===== src/rtl/mult_arbiter.sv =====
// Round-robin arbiter that shares one sequential multiplier between two requesters.
// A requester is accepted in IDLE, its operands go to the multiplier with a
// one-cycle start pulse, and the product (or a timeout error) is held as a
// response until the consumer takes it.
//
// Ports:
//   clk, rst                 clock, asynchronous active-low reset
//   r0_valid/a/b, r0_ready   requester 0 handshake and signed operands
//   r1_valid/a/b, r1_ready   requester 1 handshake and signed operands
//   mul_start, mul_a, mul_b  start pulse and operands to the multiplier
//   mul_done, mul_product    product-valid pulse and signed product from it
//   rsp_valid, rsp_ready     response handshake
//   rsp_id, rsp_product      owning requester and captured product
//   rsp_err                  response was produced by timeout
module mult_arbiter #(
    parameter int unsigned WIDTH   = 16,
    parameter int unsigned TIMEOUT = 64
) (
    input  logic                 clk,
    input  logic                 rst,
    input  logic                 r0_valid,
    input  logic [WIDTH-1:0]     r0_a,
    input  logic [WIDTH-1:0]     r0_b,
    output logic                 r0_ready,
    input  logic                 r1_valid,
    input  logic [WIDTH-1:0]     r1_a,
    input  logic [WIDTH-1:0]     r1_b,
    output logic                 r1_ready,
    output logic                 mul_start,
    output logic [WIDTH-1:0]     mul_a,
    output logic [WIDTH-1:0]     mul_b,
    input  logic                 mul_done,
    input  logic [2*WIDTH-1:0]   mul_product,
    output logic                 rsp_valid,
    input  logic                 rsp_ready,
    output logic                 rsp_id,
    output logic [2*WIDTH-1:0]   rsp_product,
    output logic                 rsp_err
);
    localparam int unsigned PW = 2 * WIDTH;
    localparam int unsigned CW = $clog2(TIMEOUT) + 1;
    localparam logic [CW-1:0] CNT_LAST = CW'(TIMEOUT - 1);

    typedef enum logic [1:0] {IDLE, START, BUSY, RESP} state_t;

    state_t          state, state_nxt;
    logic            last_grant, last_grant_nxt;
    logic [CW-1:0]   cnt, cnt_nxt;
    logic            owner, owner_nxt;
    logic            grant_id;
    logic            accept;
    logic [WIDTH-1:0] mul_a_nxt, mul_b_nxt;
    logic            rsp_id_nxt, rsp_err_nxt;
    logic [PW-1:0]   rsp_product_nxt;

    // Round-robin pick: on a tie favour the requester not granted last.
    always_comb begin
        grant_id = 1'b0;
        if (r0_valid && r1_valid) begin
            grant_id = ~last_grant;
        end else if (r1_valid) begin
            grant_id = 1'b1;
        end
    end

    // Ready is combinational from valid; gated by rst so nothing is accepted during reset.
    assign accept   = rst && (state == IDLE) && (r0_valid || r1_valid);
    assign r0_ready = accept && !grant_id;
    assign r1_ready = accept && grant_id;

    // Next-state and next-output logic.
    always_comb begin
        state_nxt       = state;
        last_grant_nxt  = last_grant;
        cnt_nxt         = cnt;
        owner_nxt       = owner;
        mul_a_nxt       = mul_a;
        mul_b_nxt       = mul_b;
        rsp_id_nxt      = rsp_id;
        rsp_product_nxt = rsp_product;
        rsp_err_nxt     = rsp_err;
        case (state)
            IDLE: begin
                if (accept) begin
                    state_nxt      = START;
                    last_grant_nxt = grant_id;
                    owner_nxt      = grant_id;
                    mul_a_nxt      = grant_id ? r1_a : r0_a;
                    mul_b_nxt      = grant_id ? r1_b : r0_b;
                end
            end
            START: begin
                cnt_nxt   = '0;
                state_nxt = BUSY;
            end
            BUSY: begin
                // mul_done takes priority over a timeout landing in the same cycle.
                if (mul_done) begin
                    rsp_product_nxt = mul_product;
                    rsp_err_nxt     = 1'b0;
                    rsp_id_nxt      = owner;
                    state_nxt       = RESP;
                end else begin
                    cnt_nxt = cnt + CW'(1);
                    if (cnt_nxt == CNT_LAST) begin
                        rsp_product_nxt = '0;
                        rsp_err_nxt     = 1'b1;
                        rsp_id_nxt      = owner;
                        state_nxt       = RESP;
                    end
                end
            end
            RESP: begin
                if (rsp_ready) begin
                    state_nxt = IDLE;
                end
            end
            default: state_nxt = IDLE;
        endcase
    end

    // State and registered outputs.
    always_ff @(posedge clk or negedge rst) begin
        if (!rst) begin
            state       <= IDLE;
            last_grant  <= 1'b1;
            cnt         <= '0;
            owner       <= 1'b0;
            mul_start   <= 1'b0;
            mul_a       <= '0;
            mul_b       <= '0;
            rsp_valid   <= 1'b0;
            rsp_id      <= 1'b0;
            rsp_product <= '0;
            rsp_err     <= 1'b0;
        end else begin
            state       <= state_nxt;
            last_grant  <= last_grant_nxt;
            cnt         <= cnt_nxt;
            owner       <= owner_nxt;
            mul_start   <= (state_nxt == START);
            mul_a       <= mul_a_nxt;
            mul_b       <= mul_b_nxt;
            rsp_valid   <= (state_nxt == RESP);
            rsp_id      <= rsp_id_nxt;
            rsp_product <= rsp_product_nxt;
            rsp_err     <= rsp_err_nxt;
        end
    end
endmodule


===== config.mk =====
export PLATFORM = sky130hd
export DESIGN_NAME = mult_arbiter
export DESIGN_NICKNAME = d
export VERILOG_FILES = /design/src/rtl/mult_arbiter.sv
export SDC_FILE = /design/constraint.sdc
export NUM_CORES = 1
export LEC_CHECK = 0
export ABC_AREA = 1
export BUFFER_PORTS_ARGS = -buffer_cell sky130_fd_sc_hd__buf_4
export CAP_MARGIN = 20
export CELL_PAD_IN_SITES_DETAIL_PLACEMENT = 2
export CELL_PAD_IN_SITES_GLOBAL_PLACEMENT = 2
export CORE_MARGIN = 5
export CORE_UTILIZATION = 22
export CTS_CLUSTER_DIAMETER = 40
export DETAILED_ROUTE_END_ITERATION = 6
export GPL_TIMING_DRIVEN = 0
export HOLD_SLACK_MARGIN = 0.15
export PLACE_DENSITY_LB_ADDON = 0.1
export REMOVE_ABC_BUFFERS = 1
export SETUP_SLACK_MARGIN = 0.05
export SYNTH_ARGS = -nofsm -noshare
export SYNTH_HDL_FRONTEND = slang
export SYNTH_SLANG_ARGS = --single-unit
export TNS_END_PERCENT = 1

===== constraint.sdc =====
create_clock -name clk -period 1.56 [get_ports clk]
set_clock_uncertainty 0.1 [all_clocks]
set_input_delay 0.234 -clock clk [delete_from_list [all_inputs] [get_ports clk]]
set_output_delay 0.234 -clock clk [all_outputs]
set_load 0.005 [all_outputs]

==> results.sh <==
export IMPL_synthMuxAreaShare_pct=0
export IMPL_ys_types=19
export IMPL_synth_edff_count=0
export IMPL_place_hpwl_um=9240
export IMPL_dp_cells=747
export IMPL_portBuffers=171
export IMPL_die_h_um=133
export IMPL_drv_slew=0
export IMPL_synth_seq_area_share_pct=59.3
export IMPL_period_minus_slack_ns=1.86
export IMPL_syn_area_mm2=0.00334
export IMPL_cts_clk_slew_worst_paths_ns=0.07
export IMPL_finalInstanceArea_mm2=0.00674
export IMPL_power_density_mw_per_mm2=1560
export IMPL_drt_pre_antenna_iters=4
export IMPL_fp_dieArea_mm2=0.0177
export IMPL_drive_gt1_share_pct=39.0
export IMPL_critPathLaunch="state[0]"
export IMPL_cts_root_buf="clkbuf_16"
export IMPL_required_ns=1.74
export IMPL_cts_max_path_buffers=2
export IMPL_synth_area_leaders="dfrtp_1 58%, nand2_1 25%, nand3_1 6.1%, inv_1 1.7%, o21ai_0 1.0%"
export IMPL_cap_violations=0
export IMPL_status="complete, but fails checks"
export IMPL_grt_pass1_vias=4601
export IMPL_postPlaceCellArea_mm2=0.00482
export IMPL_ys_seq_elements=79
export IMPL_ys_flop_type="dfrtp_1"
export IMPL_fin_setup_tns_ns=-16.72
export IMPL_hold_violations=39
export IMPL_path_cells="inv_2 > buf_4 > buf_4 > buf_4 > buf_4 > buf_4 > buf_4 > buf_6 > buf_6 > buf_6 > nor2_4 > nand2_4 > nand3_2"
export IMPL_regToRegSetupSlack_ns=-0.30
export IMPL_routed_via_density=4.45
export IMPL_hold_path_class="in2async"
export IMPL_worstPathMaxFanout=3
export IMPL_leakage_nw=3.41
export IMPL_gp_congestion=0.717
export IMPL_synth_compound_area_share_pct=1.61
export IMPL_synth_top_family_by_area="simple AND/OR/NAND/NOR gates"
export IMPL_track_usage_pct=18.5
export IMPL_slowest_stage="dfrtp_2"
export IMPL_row_count=45
export IMPL_slew_headroom_pct=52.3
export IMPL_ys_warnings_count=0
export IMPL_ir_drop_mv=0.552
export IMPL_cpMostUsedCell="buf_4"
export IMPL_gr_total_overflow=0
export IMPL_start_util_pct=22.2
export IMPL_htree_levels=3
export IMPL_antenna_found_initial=1
export IMPL_routed_wl_um=16800
export IMPL_dp_slack_ns=-0.949
export IMPL_violations="hold timing, setup timing"
export IMPL_synth_most_common_cell="nand2_1"
export IMPL_fillCellCount=1584
export IMPL_regArea_mm2=0.00198
export IMPL_synth_top_area_share_pct=58.5
export IMPL_worstSetupStartpointType="register"
export IMPL_critPathCaptureType="register"
export IMPL_core_area_mm2=0.0150
export IMPL_cts_tree="built"
export IMPL_area_growth_pct=102
export IMPL_grt_max_degree=43
export IMPL_route_detailed_drc=0
export IMPL_vias=4005
export IMPL_final_cells=900
export IMPL_drt_wirelength_per_cell_um=18.6
export IMPL_grt_pass1_wl_um=25600
export IMPL_cts_inserted_buffers=9
export IMPL_r2r_start="state[0]"
export IMPL_syn_inst=401
export IMPL_whs_ns=-0.303
export IMPL_multi_input_area_mm2=0.00153
export IMPL_drt_iter0_drc=78
export IMPL_tightestPinTransition_ns=0.715
export IMPL_final_setup_worst_slack_ns=-0.298
export IMPL_clk_latency_ns=0.34
export IMPL_finalSetupViolations=73
export IMPL_synthXorXnorAreaFrac_pct=0
export IMPL_arrival_ns=2.04
export IMPL_synth_fa_ha_area_share_pct=0.750
export IMPL_io_pins=172
export IMPL_crit_type="reg2reg"
export IMPL_period_share_pct=119
export IMPL_die_width_um=133
export IMPL_ant_nets=0
export IMPL_async_flop_share_pct=100
export IMPL_max_freq_mhz=538
export IMPL_syn_area_per_cell_um2=8.32
export IMPL_nets=810
export IMPL_rsz0062_at_grt="true"
export IMPL_cts_hold_buf=97
export IMPL_max_stage_delay_ns=0.37
export IMPL_yosysTopAreaCell="dfrtp_1"
export IMPL_synth_simple_gate_area_share_pct=33.5
export IMPL_synth_common_cells="223 x nand2_1, 78 x dfrtp_1, 41 x nand3_1, 15 x inv_1, 8 x nor2_1"
export IMPL_cts_sinks=79
==> cell usage in the layout, fill, tap and decap left out, types with 2 or more instances in the layout <==
cell type and count:
dfrtp_1 77, nand2_8 6, nand3_2 3, o22ai_1 3, inv_1 11, buf_16 2
dlygate4sd3_1 97, buf_12 2, nor2_2 2, buf_6 10, nand3_1 37, nor2_4 5
clkinv_4 2, nand2_2 20, o21ai_0 4, buf_4 188, clkbuf_16 9, inv_2 4
nand2_4 9, nor2_1 3, clkinvlp_4 4, nand2_1 199, o21ai_1 2
==> metal layers <==
layer | part of all wire, % | vias up | GRT usage (%)
li1 | - | 1871 | -
met1 | 39 | 1987 | 20.9
met2 | 53 | 131 | 33.0
met3 | 6.8 | 16 | 6.23
met4 | 1.5 | 0 | 5.66
met5 | 0 | - | 0
==> cell families (layout without fill, tap and decap cells) <==
| family | Yosys count | after routing |
|---|---|---|
| adder cells (fa/ha/maj) | 2 | 2 |
| AND/OR/NAND/NOR | 278 | 287 |
| other | 0 | 1 |
| buffers and inverters | 32 | 333 |
| AO/OA/AOI/OAI | 10 | 10 |
| flip-flops | 79 | 79 |
==> flip-flops by register name (all words and copies together), names as in the netlist <==
signal and cells:
mul_a 16, rsp_id 1, rsp_product 32, cnt 7, mul_start 1, rsp_valid 1
last_grant 1, mul_b 16, owner 1, rsp_err 1, state 2
==> area by class of cell <==
type                    count  area share [%]
diodes                      1          0.0372
clock buffers              10            3.55
clock inverters             6            1.04
inverters                  17            1.24
multi-input cells         299            22.7
flip-flops and latches     79            29.4
well taps                 188            3.49
repair buffers            299            38.5
repair inverters            1           0.130
==> through the flow <==
stage	util [%]	hold WS, ns	power, mW
5_1_grt	44.8	-0.274	11.3
3_3_place_gp	31.7	0.336	6.73
4_1_cts	42.4	-0.289	9.91
2_1_floorplan	-	-0.162	4.72
6_report	44.8	-0.303	10.5
3_5_place_dp	32.1	0.185	6.93
==> what timing repair did <==
item	4_1_cts	5_1_grt
buffers inserted	16	13
pin swaps	7	19
cloned	3	7
resized for setup	26	51
setup endpoints to repair	79	80
hold endpoints to repair	146	68
==> power by group <==
group	internal (mW)	leakage, nW	switching (mW)
sequential	2.95	0.993	0.576
combinational	2.43	2.28	2.34
clock	1.29	0.141	0.934
==> final timing paths <==
| kind | to | cells after the start |
|---|---|---|
| setup reg to reg | state[1] | 13 |
| min in group clk | last_grant | 4 |
| max in group asynchronous | mul_a[10] | 2 |
| hold / removal | rsp_product[23] | 1 |
| setup / recovery | state[1] | 13 |
| hold reg to reg | rsp_product[7] | 2 |
==> worst max-delay path: cells and delay by family, from the launching register on <==
family	cells	cell delay (ns)
and+or+nand+nor	3	0.24
buffers and inverters	10	1.08
DFF	1	0.37
No activity file was read; power rests on OpenSTA's default activity.
